===== src/rtl/send_pkt_pkg.sv =====
// Shared types and helpers for the send-side frame packer.
// Frame layout: SOF0 SOF1 SEQ LEN payload... CSUM.
package send_pkt_pkg;

  typedef enum logic [2:0] {
    IDLE,
    HDR0,
    HDR1,
    SEQ,
    LEN,
    PAYLOAD,
    CSUM
  } state_e;

  localparam logic [7:0] SOF0_DEFAULT = 8'h55;
  localparam logic [7:0] SOF1_DEFAULT = 8'hAA;
  localparam int         LEN_W        = 8;

  function automatic logic [LEN_W-1:0] frameLen(input int unsigned words);
    logic [31:0] total;
    total = words << 2;
    return total[LEN_W-1:0];
  endfunction

  // Byte index 0 is the first byte on the wire for the selected order.
  function automatic logic [7:0] pickByte(input logic [31:0] word,
                                          input logic [1:0]  idx,
                                          input logic        msbFirst);
    logic [1:0] lane;
    lane = msbFirst ? (2'd3 - idx) : idx;
    case (lane)
      2'd0:    return word[7:0];
      2'd1:    return word[15:8];
      2'd2:    return word[23:16];
      default: return word[31:24];
    endcase
  endfunction

endpackage


===== src/rtl/send_frame_packer.sv =====
// Pops 32-bit words from a prefetch FIFO and serialises them into framed
// byte packets on a valid/ready stream, one byte per cycle at full rate.
module send_frame_packer
  import send_pkt_pkg::*;
#(
  parameter int          PAYLOAD_WORDS = 16,
  parameter bit          MSB_FIRST     = 1'b1,
  parameter logic [7:0]  SOF0          = SOF0_DEFAULT,
  parameter logic [7:0]  SOF1          = SOF1_DEFAULT
) (
  input  logic        clk,
  input  logic        rst,
  input  logic        fifo_rd_vld,
  input  logic [31:0] fifo_rd_data,
  output logic        fifo_rd_en,
  output logic [7:0]  tx_data,
  output logic        tx_valid,
  input  logic        tx_ready,
  output logic        busy,
  output logic        frame_done
);

  if (PAYLOAD_WORDS < 1 || PAYLOAD_WORDS > 63) begin : gBadPayloadWords
    $fatal(1, "send_frame_packer: PAYLOAD_WORDS must be within 1..63");
  end

  localparam logic [6:0]       POP_QUOTA = 7'(PAYLOAD_WORDS);
  localparam logic [LEN_W-1:0] LEN_BYTE  = frameLen(32'(PAYLOAD_WORDS));

  state_e      state_q;
  logic [7:0]  txData_q;
  logic        txValid_q;
  logic        busy_q;
  logic        frameDone_q;
  logic [7:0]  seq_q;
  logic [7:0]  csum_q;
  logic [31:0] wordBuf_q;
  logic        bufFull_q;
  logic [1:0]  byteIdx_q;
  logic [6:0]  popCnt_q;

  logic [7:0]  csum_d;
  logic        fire;
  logic        lastByteFire;
  logic        popWindow;
  logic        startFrame;

  // A pop refills the single-word buffer either when it is empty or in the
  // same cycle its last byte leaves, so consecutive words have no bubble.
  always_comb begin
    fire         = txValid_q & tx_ready;
    lastByteFire = fire && (state_q == PAYLOAD) && (byteIdx_q == 2'd3);
    popWindow    = state_q inside {HDR0, HDR1, SEQ, LEN, PAYLOAD};
    fifo_rd_en   = fifo_rd_vld && popWindow && (popCnt_q < POP_QUOTA) &&
                   (!bufFull_q || lastByteFire);
    csum_d       = csum_q + txData_q;
    startFrame   = fifo_rd_vld &&
                   ((state_q == IDLE) || ((state_q == CSUM) && fire));
  end

  always_ff @(posedge clk or posedge rst) begin
    if (rst) begin
      state_q     <= IDLE;
      txData_q    <= '0;
      txValid_q   <= 1'b0;
      busy_q      <= 1'b0;
      frameDone_q <= 1'b0;
      seq_q       <= '0;
      csum_q      <= '0;
      wordBuf_q   <= '0;
      bufFull_q   <= 1'b0;
      byteIdx_q   <= '0;
      popCnt_q    <= '0;
    end else begin
      frameDone_q <= 1'b0;
      if (fifo_rd_en) begin
        wordBuf_q <= fifo_rd_data;
        bufFull_q <= 1'b1;
        byteIdx_q <= 2'd0;
        popCnt_q  <= popCnt_q + 7'd1;
      end
      case (state_q)
        IDLE: begin
        end
        HDR0: if (fire) begin
          state_q  <= HDR1;
          txData_q <= SOF1;
        end
        HDR1: if (fire) begin
          state_q  <= SEQ;
          txData_q <= seq_q;
        end
        SEQ: if (fire) begin
          state_q  <= LEN;
          txData_q <= LEN_BYTE;
          csum_q   <= csum_d;
        end
        LEN: if (fire) begin
          state_q <= PAYLOAD;
          csum_q  <= csum_d;
          if (bufFull_q)       txData_q  <= pickByte(wordBuf_q, 2'd0, MSB_FIRST);
          else if (fifo_rd_en) txData_q  <= pickByte(fifo_rd_data, 2'd0, MSB_FIRST);
          else                 txValid_q <= 1'b0;
        end
        // The presented byte is buffer[byteIdx]; an empty buffer means a stall.
        PAYLOAD: begin
          if (fire) begin
            csum_q <= csum_d;
            if (byteIdx_q != 2'd3) begin
              byteIdx_q <= byteIdx_q + 2'd1;
              txData_q  <= pickByte(wordBuf_q, byteIdx_q + 2'd1, MSB_FIRST);
            end else if (popCnt_q == POP_QUOTA) begin
              state_q   <= CSUM;
              txData_q  <= csum_d;
              bufFull_q <= 1'b0;
            end else if (fifo_rd_en) begin
              txData_q <= pickByte(fifo_rd_data, 2'd0, MSB_FIRST);
            end else begin
              bufFull_q <= 1'b0;
              txValid_q <= 1'b0;
            end
          end else if (!txValid_q && fifo_rd_en) begin
            txValid_q <= 1'b1;
            txData_q  <= pickByte(fifo_rd_data, 2'd0, MSB_FIRST);
          end
        end
        CSUM: if (fire) begin
          state_q     <= IDLE;
          txValid_q   <= 1'b0;
          busy_q      <= 1'b0;
          frameDone_q <= 1'b1;
          seq_q       <= seq_q + 8'd1;
        end
        default: state_q <= IDLE;
      endcase
      // Also covers the back-to-back case straight out of CSUM.
      if (startFrame) begin
        state_q   <= HDR0;
        txValid_q <= 1'b1;
        txData_q  <= SOF0;
        busy_q    <= 1'b1;
        csum_q    <= '0;
        popCnt_q  <= '0;
        bufFull_q <= 1'b0;
      end
    end
  end

  assign tx_data    = txData_q;
  assign tx_valid   = txValid_q;
  assign busy       = busy_q;
  assign frame_done = frameDone_q;

endmodule


===== config.mk =====
export PLATFORM = sky130hd
export DESIGN_NAME = send_frame_packer
export DESIGN_NICKNAME = d
export VERILOG_FILES = /design/src/rtl/send_pkt_pkg.sv /design/src/rtl/send_frame_packer.sv
export SDC_FILE = /design/constraint.sdc
export NUM_CORES = 1
export LEC_CHECK = 0
export BUFFER_PORTS_ARGS = -buffer_cell sky130_fd_sc_hd__buf_2
export CORE_UTILIZATION = 55
export CTS_CLUSTER_DIAMETER = 150
export CTS_CLUSTER_SIZE = 25
export DETAILED_ROUTE_END_ITERATION = 10
export HOLD_SLACK_MARGIN = 0.15
export PLACE_DENSITY = 0.88
export SYNTH_ARGS = -nofsm -noshare
export SYNTH_HDL_FRONTEND = slang
export SYNTH_SLANG_ARGS = --single-unit

===== constraint.sdc =====
create_clock -name clk -period 3.6 [get_ports clk]
set_clock_uncertainty 0.1 [all_clocks]
set_input_delay 0.72 -clock clk [delete_from_list [all_inputs] [get_ports clk]]
set_output_delay 0.72 -clock clk [all_outputs]
set_load 0.05 [all_outputs]

After elaboration in Yosys (flattened, before gate mapping)
Index checks and enable logic that the tools add are counted.

cells by class
  $add $sub $neg = 5
  $lt $le $gt $ge = 1
  eq/ne operators = 24
  muxes and demuxes = 53
  bitwise gates (word level) = 1
  reductions and logical operators = 28

operators by type and width
  operator               number
  $mux W8                14
  $pmux W8 S5            1
  $mux W3                9
  $ne A3 B3 Y1 const B   8
  $pmux W8 S3            1
  $pmux W3 S7            1
  $mux W1                20
  $mux W7                2
  $eq A3 B3 Y1 const B   3
  $reduce_and A9 Y1      1
  $add A8 B1 Y8 const B  1
  $add A8 B8 Y8          1
  $logic_and A1 B1 Y1    8
  $mux W2                4
  $ne A4 B4 Y1 const B   2
  $reduce_bool A2 Y1     4
  $add A7 B1 Y7 const B  1
  $eq A7 B5 Y1 const B   1
  $lt A7 B5 Y1 const B   1
  $reduce_and A7 Y1      1
  $eq A3 B2 Y1 const B   2
  $reduce_and A2 Y1      3
  $reduce_and A6 Y1      1
  $reduce_bool A6 Y1     1
  other kinds (17)       21

word-level totals
  bits in registers = 72
  bits of input ports = 36
  logic and storage cells = 123

Depth between registers and ports, before layout
  word-level depth = 12
  mapped depth = 9
  gate-level depth less buffers = 8

Worst setup path after synthesis
OpenSTA, ideal clock, no wires.

  kind = register to output
  start = register txValid_q, in the netlist tx_valid
  end = output fifo_rd_en
  data arrival time = 2121 ps
  required time = 2780 ps
  setup slack = 659 ps
  stages on the path, launching flop included = 7
  buffers on the path = 2
  cells stage by stage = dfrtp_1 buf_2 nand3_1 o21ai_2 nand2_4 inv_2 clkbuf_1

between the ends
  longest elaborated chain between the ends = 5

ends and longest elaborated chain
  what                              line                      RTL
  from (decl)                       send_frame_packer.sv:32   logic txValid_q;
  from (signal assigned)            send_frame_packer.sv:65   txValid_q <= 1'b0;
  from (signal assigned)            send_frame_packer.sv:103  else txValid_q <= 1'b0;
  from (signal assigned)            send_frame_packer.sv:120  txValid_q <= 1'b0;
  $and A1 B1 Y1                     send_frame_packer.sv:51   fire = txValid_q & tx_ready;
  $logic_and A1 B1 Y1 (2 in a row)  send_frame_packer.sv:52   lastByteFire = fire && (state_q == PAYLOAD) && (byteIdx_q == 2'd3);
  $logic_or A1 B1 Y1                send_frame_packer.sv:55   (!bufFull_q || lastByteFire);
  $logic_and A1 B1 Y1               send_frame_packer.sv:54   fifo_rd_en = fifo_rd_vld && popWindow && (popCnt_q < POP_QUOTA) &&
  to (decl)                         send_frame_packer.sv:15   output logic fifo_rd_en,

Every way passes these cells.

Final worst setup path
  start = register byteIdx_q[0]
  end = output fifo_rd_en

between the ends
  longest elaborated chain between the ends = 4

ends and longest elaborated chain
  what                    line                      RTL
  from (decl)             send_frame_packer.sv:39   logic [1:0] byteIdx_q;
  from (signal assigned)  send_frame_packer.sv:110  byteIdx_q <= byteIdx_q + 2'd1;
  $eq A2 B2 Y1            send_frame_packer.sv:52
  $logic_and A1 B1 Y1     send_frame_packer.sv:52
  $logic_or A1 B1 Y1      send_frame_packer.sv:55
  $logic_and A1 B1 Y1     send_frame_packer.sv:54

Every way passes these cells.

==> results.yml <==
status:
  status: "complete, no violations"
synthesis:
  synthCells: 464
  synth_top_area_frac: 0.437
  seq_area_frac_synth: 0.437
  synth_ff_type: "dfrtp_1"
  yosysTopAreaCell: "dfrtp_1"
  netlist_area_mm2: 0.00412
  synth_common_cells: "124 x nand2_1, 72 x dfrtp_1, 26 x a21oi_1"
  ys_async_sr_fraction: 1.00
  synth-edff-count: 0
  yosys_register_bits: 72
  yosysMostFrequentCell: "nand2_1"
  syn_area_per_cell_um2: 8.88
  synth.distinct_cells: 66
  ys_top_cells_by_area: "dfrtp_1 44%, nand2_1 11%, ha_1 4.3%, a21oi_1 3.2%, o21ai_0 2.6%"
  synth_nets: 515
  yosys_warnings: 0
critical_path:
  crit_required_ns: 2.78
  end_kind: "output port"
  reg2reg_to: "tx_data[7]$_DFFE_PP0P_"
  critPathMaxStageDelay_ns: 0.44
  worstRegToRegCells: 9
  worstPathMaxFanout: 11
  cpLargestDelayFamily: "adder cells"
  rrSetupSlack_ns: 0.80
  critPathKind: "reg2out"
  crit_chain: "ha_1 > nand3_1 > o21ai_2 > nand2_4 > inv_2 > buf_2"
  crit_slowest_cell: "ha_1"
  worstSetupStartpoint: "byteIdx_q[0]$_DFF_PP0_"
  critPathBufInv: 2
  startpoint_type: "register"
  critPathArrivalTime_ns: 2.31
  r2r_start: "byteIdx_q[0]$_DFF_PP0_"
detailed_routing:
  route.detailed.drc: 0
  drtAntennaViolNets: 0
  wirelength_um: 10700
  post_drt_wl_per_cell_um: 17.5
  vias: 3738
  drtIter0Drc: 481
  first_pass_iters: 5
  via_per_inst: 6.14
grt:
  antenna_found_initial: 0
  overflow: 0
  grt_pass1_wl_um: 17600
  grt_pass1_vias: 3565
  grt.total_usage: 0.303
  grt_max_degree: 37
layout:
  syn2layout_area_growth_pct: 12.2
  fin_nets: 557
  final_util: 0.637
  stdcell_count: 609
  drive_gt1_frac: 0.165
  diodes: 0
pwr:
  p_clk_frac: 0.165
  switchingPower_w: 0.00201
  totalPowerFinal_w: 0.00430
  p_int_w: 0.00229
  irDropWorstVdd_mv: 0.588
  p_seq_frac: 0.345
  comb_power_share: 0.490
  p_per_area_mw_per_mm2: 930
  p_leak_nw: 2.22
  p_sw_frac: 0.467
floorplan:
  ios: 48
  die_area_mm2: 0.00784
  die_h_um: 88.5
  core_mm2: 0.00725
  die_x_um: 88.5
  rows: 31
  start_util: 0.568
placed_design:
  gp_congestion: 0.943
  place_hpwl_um: 7690
  portBuffers: 47
  place_inst: 594
sta:
  rsz0062_at_grt: "no"
  final_max_slew_viol_count: 0
  hold_viol_final: 0
  fin_tns_setup_ns: 0
  final.period_utilization: 0.870
  maxClockFrequency_mhz: 319
  relSlewSlack: 0.519
  setup_viol: 0
  worstMarginPinSlew_ns: 0.720
  post-route-min-period_ns: 3.13
clock_tree:
  cts.sinks: 72
  h-tree-depth: 3
  cts_max_path_buffers: 2
  cts_repair_resize_count: 0
  clock_latency_ns: 0.35
  cts_setup_buffers: 0
  cts_root_buf: "clkbuf_8"
  cts_tree: "done"
  holdBufCountCts: 0
  cts_inserted_buffers: 9
  clk_pin_slew_ns: 0.08
job:
  maxCapViolations: 0
hold_path:
  hold_path_class: "in2async"
[layout by cell type, fill, tap and decap left out, types with 4 or more instances in the layout]
master | synthesis | routed
o211ai_1 | 5 | 5
ha_1 | 14 | 14
xnor2_1 | 9 | 9
and3_1 | 4 | 4
nand3_1 | 13 | 13
xor2_1 | 6 | 6
nor3_1 | 5 | 5
a22oi_1 | 6 | 6
nand3b_1 | 4 | 4
dfrtp_1 | 72 | 72
inv_1 | 9 | 8
o21ai_0 | 21 | 21
a211oi_1 | 7 | 7
o31ai_1 | 5 | 5
nand2_1 | 124 | 124
a222oi_1 | 5 | 5
a21oi_1 | 26 | 26
a22o_1 | 8 | 8
a31oi_1 | 5 | 5
nor2_1 | 23 | 23
mux2i_1 | 5 | 5
buf_4 | 1 | 7
buf_2 | 9 | 47
clkbuf_8 | 0 | 9
[layout make-up]
type                       instances  area, µm²
tap                               99        124
fill                             617       2630
timing repair buffer              54        288
multi-input combinational        358       2150
sequential                        72       1800
clock inverter                     6       92.6
inverter                          11       41.3
clock buffer                       9        124
[worst max-delay path by stage]
stage                                  end  slack, ns  depth (start not counted)
detailed placement  tx_data[7]$_DFFE_PP0P_       0.75                          9
global placement                fifo_rd_en       0.84                          6
global route                    fifo_rd_en       0.32                          6
CTS                             fifo_rd_en       0.49                          6
finish                          fifo_rd_en       0.47                          6
floorplan                       fifo_rd_en       0.66                          6
[kinds of logic (layout without fill, tap and decap cells)]
group           count (synthesis)  in the layout  share of synthesized area
fa+ha+maj                      15             15                     0.0474
mux                             6              6                     0.0149
simple gates                  204            204                      0.230
xor+xnor                       15             15                     0.0319
compound gates                118            118                      0.198
buf+inv                        34             80                     0.0401
flops                          72             72                      0.437
[power by group through the flow]
stage / Sequential (W) / Clock, W / Combinational, W
after floorplan: 0.00152 / 0 / 0.00149
after global routing: 0.00152 / 0.000754 / 0.00231
final: 0.00148 / 0.000709 / 0.00211
after CTS: 0.00147 / 0.000715 / 0.00207
after global placement: 0.00145 / 0 / 0.00199
after detailed placement: 0.00148 / 0 / 0.00205
[sequential cells by signal, indices dropped and copies added, names as in the netlist, 2 cells and up]
register	flops
seq_q	8
popCnt_q	7
tx_data	8
csum_q	8
state_q	3
wordBuf_q	32
byteIdx_q	2
[stage by stage]
stage | instance area [µm²] | hold WS [ns] | setup WS (ns)
5_1_grt | 4620 | 0.396 | 0.323
3_5_place_dp | 4410 | 0.362 | 0.754
4_1_cts | 4620 | 0.383 | 0.488
3_3_place_gp | 4410 | 0.359 | 0.842
2_1_floorplan | 4120 | 0.339 | 0.659
6_report | 4620 | 0.379 | 0.467
[per-layer routing]
layer | vias up | wire, µm | track usage
met1 | 1775 | 4370 | 0.387
met3 | 35 | 896 | 0.0858
met4 | 0 | 381 | 0.139
li1 | 1741 | - | -
met2 | 187 | 5030 | 0.479
met5 | - | 0 | 0
(Power assumes the default switching activity.)
